### config.mk
export PLATFORM = sky130hd
export DESIGN_NAME = multiplexor_arb_20_16x1
export DESIGN_NICKNAME = d
export VERILOG_FILES = /design/src/rtl/multiplexor_arb_20_16x1.sv
export SDC_FILE = /design/constraint.sdc
export NUM_CORES = 1
export LEC_CHECK = 0
export CAP_MARGIN = 20
export CORE_AREA = 2 2 154 156
export CTS_CLUSTER_DIAMETER = 200
export DETAILED_ROUTE_END_ITERATION = 8
export DIE_AREA = 0 0 156 158
export PLACE_DENSITY = 0.72
export SLEW_MARGIN = 20
export SYNTH_ARGS = -nofsm -noshare
export SYNTH_HDL_FRONTEND = slang
export SYNTH_SLANG_ARGS = --single-unit
### constraint.sdc
create_clock -name clk -period 7 [get_ports clk]
set_input_delay 1.4 -clock clk [delete_from_list [all_inputs] [get_ports clk]]
set_output_delay 1.4 -clock clk [all_outputs]
set_load 0.02 [all_outputs]
### src/rtl/multiplexor_arb_20_16x1.sv
// 16-to-1 word multiplexor with round-robin arbitration and packet locking.
// A registered output stage gives 1-cycle latency and sustains one word per cycle.
module multiplexor_arb_20_16x1 #(
  parameter int WIDTH = 20
) (
  input  logic                  clk,
  input  logic                  rst,
  input  logic [15:0]           in_valid,
  input  logic [15:0]           in_last,
  input  logic [16*WIDTH-1:0]   in_data,
  output logic [15:0]           in_ready,
  output logic                  out_valid,
  output logic                  out_last,
  output logic [3:0]            out_addr,
  output logic [WIDTH-1:0]      out_data,
  input  logic                  out_ready
);

  typedef enum logic {ARB, LOCK} state_t;

  state_t           state_reg, state_next;
  logic [3:0]       ptr_reg, ptr_next;
  logic [3:0]       lock_src_reg, lock_src_next;
  logic [3:0]       sel;
  logic [15:0]      cand;
  logic             space;
  logic             load;
  logic             found;
  logic [WIDTH-1:0] word [16];

  generate
    for (genvar gi = 0; gi < 16; gi++) begin : g_word
      assign word[gi] = in_data[WIDTH*gi +: WIDTH];
    end
  endgenerate

  // Candidate search starts at ptr and wraps; in LOCK only the owner can win.
  always_comb begin
    logic [3:0] idx;
    idx   = '0;
    sel   = '0;
    found = 1'b0;
    space = !out_valid || out_ready;
    cand  = (state_reg == LOCK) ? (in_valid & (16'd1 << lock_src_reg)) : in_valid;
    for (int i = 0; i < 16; i++) begin
      idx = ptr_reg + 4'(i);
      if (!found && cand[idx]) begin
        sel   = idx;
        found = 1'b1;
      end
    end
    // Reset forces in_ready low immediately so no source believes it was accepted.
    load     = !rst && space && found;
    in_ready = load ? (16'd1 << sel) : 16'd0;
  end

  always_comb begin
    state_next    = state_reg;
    ptr_next      = ptr_reg;
    lock_src_next = lock_src_reg;
    if (load) begin
      if (in_last[sel]) begin
        state_next = ARB;
        ptr_next   = sel + 4'd1;
      end else begin
        state_next    = LOCK;
        lock_src_next = sel;
      end
    end
  end

  always_ff @(posedge clk or posedge rst) begin
    if (rst) begin
      state_reg    <= ARB;
      ptr_reg      <= '0;
      lock_src_reg <= '0;
    end else begin
      state_reg    <= state_next;
      ptr_reg      <= ptr_next;
      lock_src_reg <= lock_src_next;
    end
  end

  // Output stage: a load replaces the held word even while it is being taken.
  always_ff @(posedge clk or posedge rst) begin
    if (rst) begin
      out_valid <= 1'b0;
      out_last  <= 1'b0;
      out_addr  <= '0;
      out_data  <= '0;
    end else if (load) begin
      out_valid <= 1'b1;
      out_last  <= in_last[sel];
      out_addr  <= sel;
      out_data  <= word[sel];
    end else if (out_valid && out_ready) begin
      out_valid <= 1'b0;
    end
  end

endmodule

==> results.cfg, run 1 <==
[hold_path]
holdCritPathClass = reg -> reg

[setup_path]
end_kind = output port
path_buf_inv = 6
crit_top_cell = buf_4
max_stage_delay_ns = 0.57
worst-path-max-fanout = 4
crit_chain = clkdlybuf4s50_1 -> o21a_1 -> a2111oi_1 -> nor4_1 -> buf_4 -> or2_2 -> buf_4 -> a2111oi_0 -> o32ai_1 -> o211ai_1 -> a31oi_4 -> buf_4 -> ha_1 -> inv_1 -> nor3_2 -> dlygate4sd2_1
critPathTopFamily = compound AO/OA/AOI/OAI gates
cp.arrival_ns = 5.40
cpMaxStageDelayCell = a2111oi_1
start_kind = input pin
path_class = in -> out
cp.required_ns = 5.60

[place]
io_buffers = 396
dp_hpwl_um = 35300
place_worst_setup_slack_ns = -0.203
gp_congestion = 1.03

[timing]
period_needed_ns = 6.80
finalHoldViolations = 0
fin_ws_ns = 0.201
max_slew_margin_pct = 38.6
rsz0062_at_grt = no
final_max_slew_viol_count = 0
setup_viol = 0
holdWs_ns = 0.519
fin_crit_sh_pct = 97.1
skew_ns = 0.00311
fmax_mhz = 147
setup_tns_ns = 0
tightest_slew_ns = 0.915

[clock_network]
cts_buffers = 5
hold_buffers = 0
clock_sinks = 35
htreeDepth = 2
clockRootBuffer = clkbuf_16
worstSkewPairLatency_ns = 0.29
clk_pin_slew_ns = 0.06
clk_path_buf_depth = 2
cts_tree = built

[detailed_routing]
wire_per_inst_um = 24.1
viasPerCell = 6.04
vias = 10900
first_pass_iters = 6
drc = 0
drt_iter0_markers = 1128
ant_nets = 0
wl_um = 43400

[layout]
final-seq-area_um2 = 876
area_delta_synth_final_pct = 66.5
nets = 1871
nFillCells = 2181
largest_reg_flops = 20
drive_above_1_share_pct = 15.2
largest_register = out_data
multi_input_area_mm2 = 0.00632

[floorplanning]
core_mm2 = 0.0231
die_h_um = 158
dieArea_mm2 = 0.0246
rows = 56
fp.dieW_um = 156
ios = 397
initial_utilization_pct = 33.3

[synthesis]
synth_top_cells_by_area = a21oi_1 (13%), dfrtp_1 (11%), nand2_1 (10%), mux4_2 (9.4%), a22oi_1 (4.6%)
ys_seq_elements = 35
synth_fp_nets = 1441
async_flop_share_pct = 100
yosysSeqAreaShare_pct = 11.4
synth-edff-count = 0
yosysTopAreaCellShare_pct = 12.7
synthCells = 1073
netlist-cell-type-count = 82
synth_top_cell_by_area = a21oi_1
ys_warn_count = 0
synth_area_mm2 = 0.00767
avgSynthCellArea_um2 = 7.15
synth_ff_type = dfrtp_1

[grt]
grt_start_max_net_pins = 87
grt.total_usage_pct = 33.3
grt_pass1_wl_um = 61500
grt.overflow.total = 0
antenna_found_initial = 8
grt_pass1_vias = 10100

[run_status]
run_status = complete, no violations

[run]
max-cap-violations = 0
-- final timing paths --
kind                                 startpoint  depth (start not counted)  slack, ns            to
worst min-delay path                   out_last                          2       0.52      out_last
worst min register to register         out_last                          2       0.52      out_last
max in group asynchronous                   rst                          3       4.78   out_addr[0]
worst max-delay path                in_valid[6]                         16       0.20   in_ready[9]
worst max register to register  lock_src_reg[1]                         19       0.62  out_data[13]
min in group asynchronous                   rst                          2       1.56    ptr_reg[0]
-- cell type report --
| class | instances | area share (%) |
|---|---|---|
| repair buffers | 525 | 38.6 |
| inverters | 25 | 0.764 |
| diodes | 6 | 0.118 |
| clock buffers | 6 | 1.09 |
| clock inverters | 2 | 0.274 |
| flip-flops and latches | 35 | 6.86 |
| multi-input cells | 911 | 49.5 |
| well taps | 290 | 2.84 |
-- kinds of logic after synthesis --
| family | after synthesis | synth area share (%) |
|---|---|---|
| adder cells (fa/ha/maj) | 13 | 2.12 |
| AND/OR/NAND/NOR | 345 | 20.5 |
| AO/OA/AOI/OAI | 455 | 39.0 |
| multiplexers | 82 | 17.5 |
| flip-flops | 35 | 11.4 |
| XOR/XNOR | 16 | 1.83 |
| buffers and inverters | 127 | 7.56 |
-- cells in the final DEF (no fill, tap or decap), drive strengths merged, types with 10 or more instances in the layout --
master         instances
o21ai                 30
a22o                  33
buf                  129
xnor2                 11
clkbuf                10
a221oi                22
mux2i                 33
a211oi                11
clkdlybuf4s50        380
nor2                  59
ha                    13
dfrtp                 35
nand2                209
and3                  10
inv                   23
a21oi                196
mux4                  38
mux2                  11
a22oi                 47
nand3                 12
o22ai                 27
-- cell usage after synthesis, drive strengths merged, types with 7 or more instances --
master and number:
and2 7, a211oi 11, mux2i 33, dfrtp 35, a21oi 196, mux2 11
nand2 209, a221oi 22, buf 59, inv 25, and3 10, o21a 9
nand3 12, xnor2 11, o22ai 27, a22oi 47, nor2 59, clkbuf 43
a2111oi 7, a32oi 9, ha 13, mux4 38, a22o 33, o21ai 30
a31oi 8
-- layer usage --
layer / up-vias / share of wire, % / global-route usage (%)
met4: 4 / 3.3 / 12.2
li1: 4947 / - / -
met2: 615 / 47 / 53.4
met5: - / 0.058 / 0
met3: 88 / 10 / 9.39
met1: 5213 / 39 / 42.6
-- what timing repair did --
action	in CTS	in global routing
resized for setup	16	25
setup endpoints to repair	15	15
buffers inserted	0	2
pin swaps	0	4
gates cloned	0	0
-- worst min-delay path: cells and delay by family, from the launching register on --
kind	cells	cell delay (ns)
and+or+nand+nor	2	0.12
DFF	1	0.35
-- stage by stage --
stage / cell area [um^2] / std cells / utilization (%)
2_1_floorplan: 7690 / 1073 / -
3_3_place_gp: 12500 / 1784 / 54.3
3_5_place_dp: 12500 / 1784 / 54.3
4_1_cts: 12700 / 1792 / 55.1
5_1_grt: 12800 / 1800 / 55.4
6_report: 12800 / 1800 / 55.4
Power of run 1 is left out: the tool's default activity adds up to more than one toggle a clock period on the data nets, which glitch-free logic cannot reach.
==> run 2, diff against run 1 <==
Settings changed: ABC_AREA set to 1, CORE_AREA 2 2 154 156 to 2 2 152 154, CTS_BUF_LIST set to sky130_fd_sc_hd__clkbuf_8 sky130_fd_sc_hd__clkbuf_16, DIE_AREA 0 0 156 158 to 0 0 154 156, PLACE_DENSITY 0.72 to 0.71.
==> run 2 against run 1 <==
- count of clock-buffer cells in the layout unchanged
- first-iteration DRC count down 28%
- die area down 2.5%
- clock skew up 0.010 ns
- maximum frequency up 4.3%
- synthesized area down 7.7%
- synthesized cell count up 29%
- sequential cell count unchanged
- register-to-register slack better by 0.81 ns
- via count down 4.9%
- worst hold slack worse by 0.017 ns
- design area down 10%
==> results.cfg, run 2 <==
[floorplanning]
die_h_um = 156
rows = 55
initial_utilization_pct = 31.7
dieArea_mm2 = 0.0240
core_mm2 = 0.0224
fp.dieW_um = 154
ios = 397

[synthesis]
synth_ff_type = dfrtp_1
synth_top_cell_by_area = nand2_1
synth-edff-count = 0
synth_fp_nets = 1753
yosys-top-cells-count = nand2_1 (669), nand3_1 (370), buf_2 (52), nor2_1 (50), inv_1 (49)
ys_seq_elements = 35
yosysSeqAreaShare_pct = 12.4
yosysTopAreaCellShare_pct = 35.5
synthCells = 1385
synth_top_cells_by_area = nand2_1 (35%), nand3_1 (26%), dfrtp_1 (12%), buf_2 (3.7%), nor2_1 (2.7%)
async_flop_share_pct = 100
synth_area_mm2 = 0.00708
netlist-cell-type-count = 37
ys_warn_count = 0
synth_most_common_cell = nand2_1
avgSynthCellArea_um2 = 5.11

[timing]
rsz0062_at_grt = no
fin_crit_sh_pct = 93.1
final_max_slew_viol_count = 0
setup_viol = 0
fin_ws_ns = 0.481
max_slew_margin_pct = 44.2
setup_tns_ns = 0
skew_ns = 0.0134
fmax_mhz = 153
finalHoldViolations = 0
tightest_slew_ns = 0.835
period_needed_ns = 6.52
holdWs_ns = 0.501

[clock_network]
cts_buffers = 5
ctsResizeCount = 0
hold_buffers = 0
htreeDepth = 2
post_cts_buffers = 0
clock_sinks = 35
clk_path_buf_depth = 2
cts_tree = built
clockRootBuffer = clkbuf_16
worstSkewPairLatency_ns = 0.29
clk_pin_slew_ns = 0.06

[grt]
antenna_found_initial = 3
grt_pass1_wl_um = 54800
grt_start_max_net_pins = 64
grt.overflow.total = 0
grt_pass1_vias = 9792
grt.total_usage_pct = 29.4

[setup_path]
r2r_start = ptr_reg[1]
r2r-end = out_data[4]
r2r_cells = 28
worst-path-max-fanout = 5
start_kind = input pin
ff2ff_setup_slack_ns = 1.43
cp.required_ns = 5.60
path_class = in -> out
cp.arrival_ns = 5.12
end_kind = output port

[layout]
final_cell_mix = nand2_1 (669), clkdlybuf4s50_1 (396), nand3_1 (370)
area_delta_synth_final_pct = 61.5
largest_register = out_data
nFillCells = 2391
final_common_cell = nand2_1
largest_reg_flops = 20
nets = 2114
drive_above_1_share_pct = 5.44

[hold_path]
holdCritPathClass = reg -> reg
hold_end = out_data[2]
holdPathStages = 2
hold_start = out_data[2]

[place]
dp_hpwl_um = 29500
io_buffers = 396
place_worst_setup_slack_ns = 0.470
gp_congestion = 0.930

[detailed_routing]
drt_iter0_markers = 816
first_pass_iters = 5
ant_nets = 0
wl_um = 36500
viasPerCell = 5.08
wire_per_inst_um = 17.9
vias = 10300
drc = 0

[run]
max-cap-violations = 0

[run_status]
run_status = complete, no violations
run 2: metal layers:
| metal | vias up | part of all wire [%] | global-route usage (%) |
|---|---|---|---|
| met1 | 4633 | 39 | 34.7 |
| met3 | 66 | 7.1 | 5.64 |
| li1 | 5225 | - | - |
| met5 | - | 0 | 0 |
| met4 | 0 | 3.7 | 11.1 |
| met2 | 409 | 50 | 52.9 |
run 2: final cells by class:
type | count | area [um^2] | area share [%]
multi-input cells | 1197 | 5450 | 47.7
repair buffers | 442 | 4320 | 37.8
flip-flops and latches | 35 | 876 | 7.66
well taps | 285 | 357 | 3.12
inverters | 65 | 246 | 2.16
clock buffers | 6 | 139 | 1.21
clock inverters | 2 | 38.8 | 0.339
diodes | 3 | 7.51 | 0.0657
run 2: kinds of logic after synthesis:
| logic type | Yosys count | share of synthesized area [%] |
|---|---|---|
| adders and majority gates | 13 | 2.30 |
| AOI/OAI and AO/OA | 42 | 3.36 |
| xor gates and xnor gates | 6 | 1.11 |
| buffers and inverters | 153 | 11.2 |
| DFF | 35 | 12.4 |
| and+or+nand+nor | 1136 | 69.7 |
run 2: worst max path at each step:
stage | from | endpoint | slack, ns
CTS | in_valid[13] | in_ready[5] | 0.46
global route | in_valid[12] | in_ready[5] | 0.11
finish | in_valid[1] | in_ready[5] | 0.48
floorplan | in_valid[4] | in_ready[15] | 1.54
global placement | in_valid[13] | in_ready[0] | 0.48
detailed placement | in_valid[13] | in_ready[5] | 0.47
run 2: stage by stage:
step                      instances  utilization [%]  cell area, um^2
after global placement         2024             50.3            11200
final                          2035             51.1            11400
after detailed placement       2024             50.3            11200
after global routing           2033             51.1            11400
after CTS                      2032             51.1            11400
after floorplan                1385                -             7080
run 2: worst max-delay path, stage by stage:
cell and delay, ns:
clkdlybuf4s50_1 0.44, nand3_1 0.12, nand3_1 0.11, nand3_1 0.14
nand2_1 0.05, o21ai_0 0.45, inv_1 0.12, nand4_2 0.16
nand2_1 0.07, o21ai_1 0.13, nand3_1 0.10, nor2_1 0.12
nand3_1 0.08, nor2_1 0.24, nand3_1 0.17, nor2_4 0.17
ha_1 0.20, nand2_1 0.09, nor2_1 0.12, clkdlybuf4s50_1 0.63
Power of run 2 is left out for the same reason.
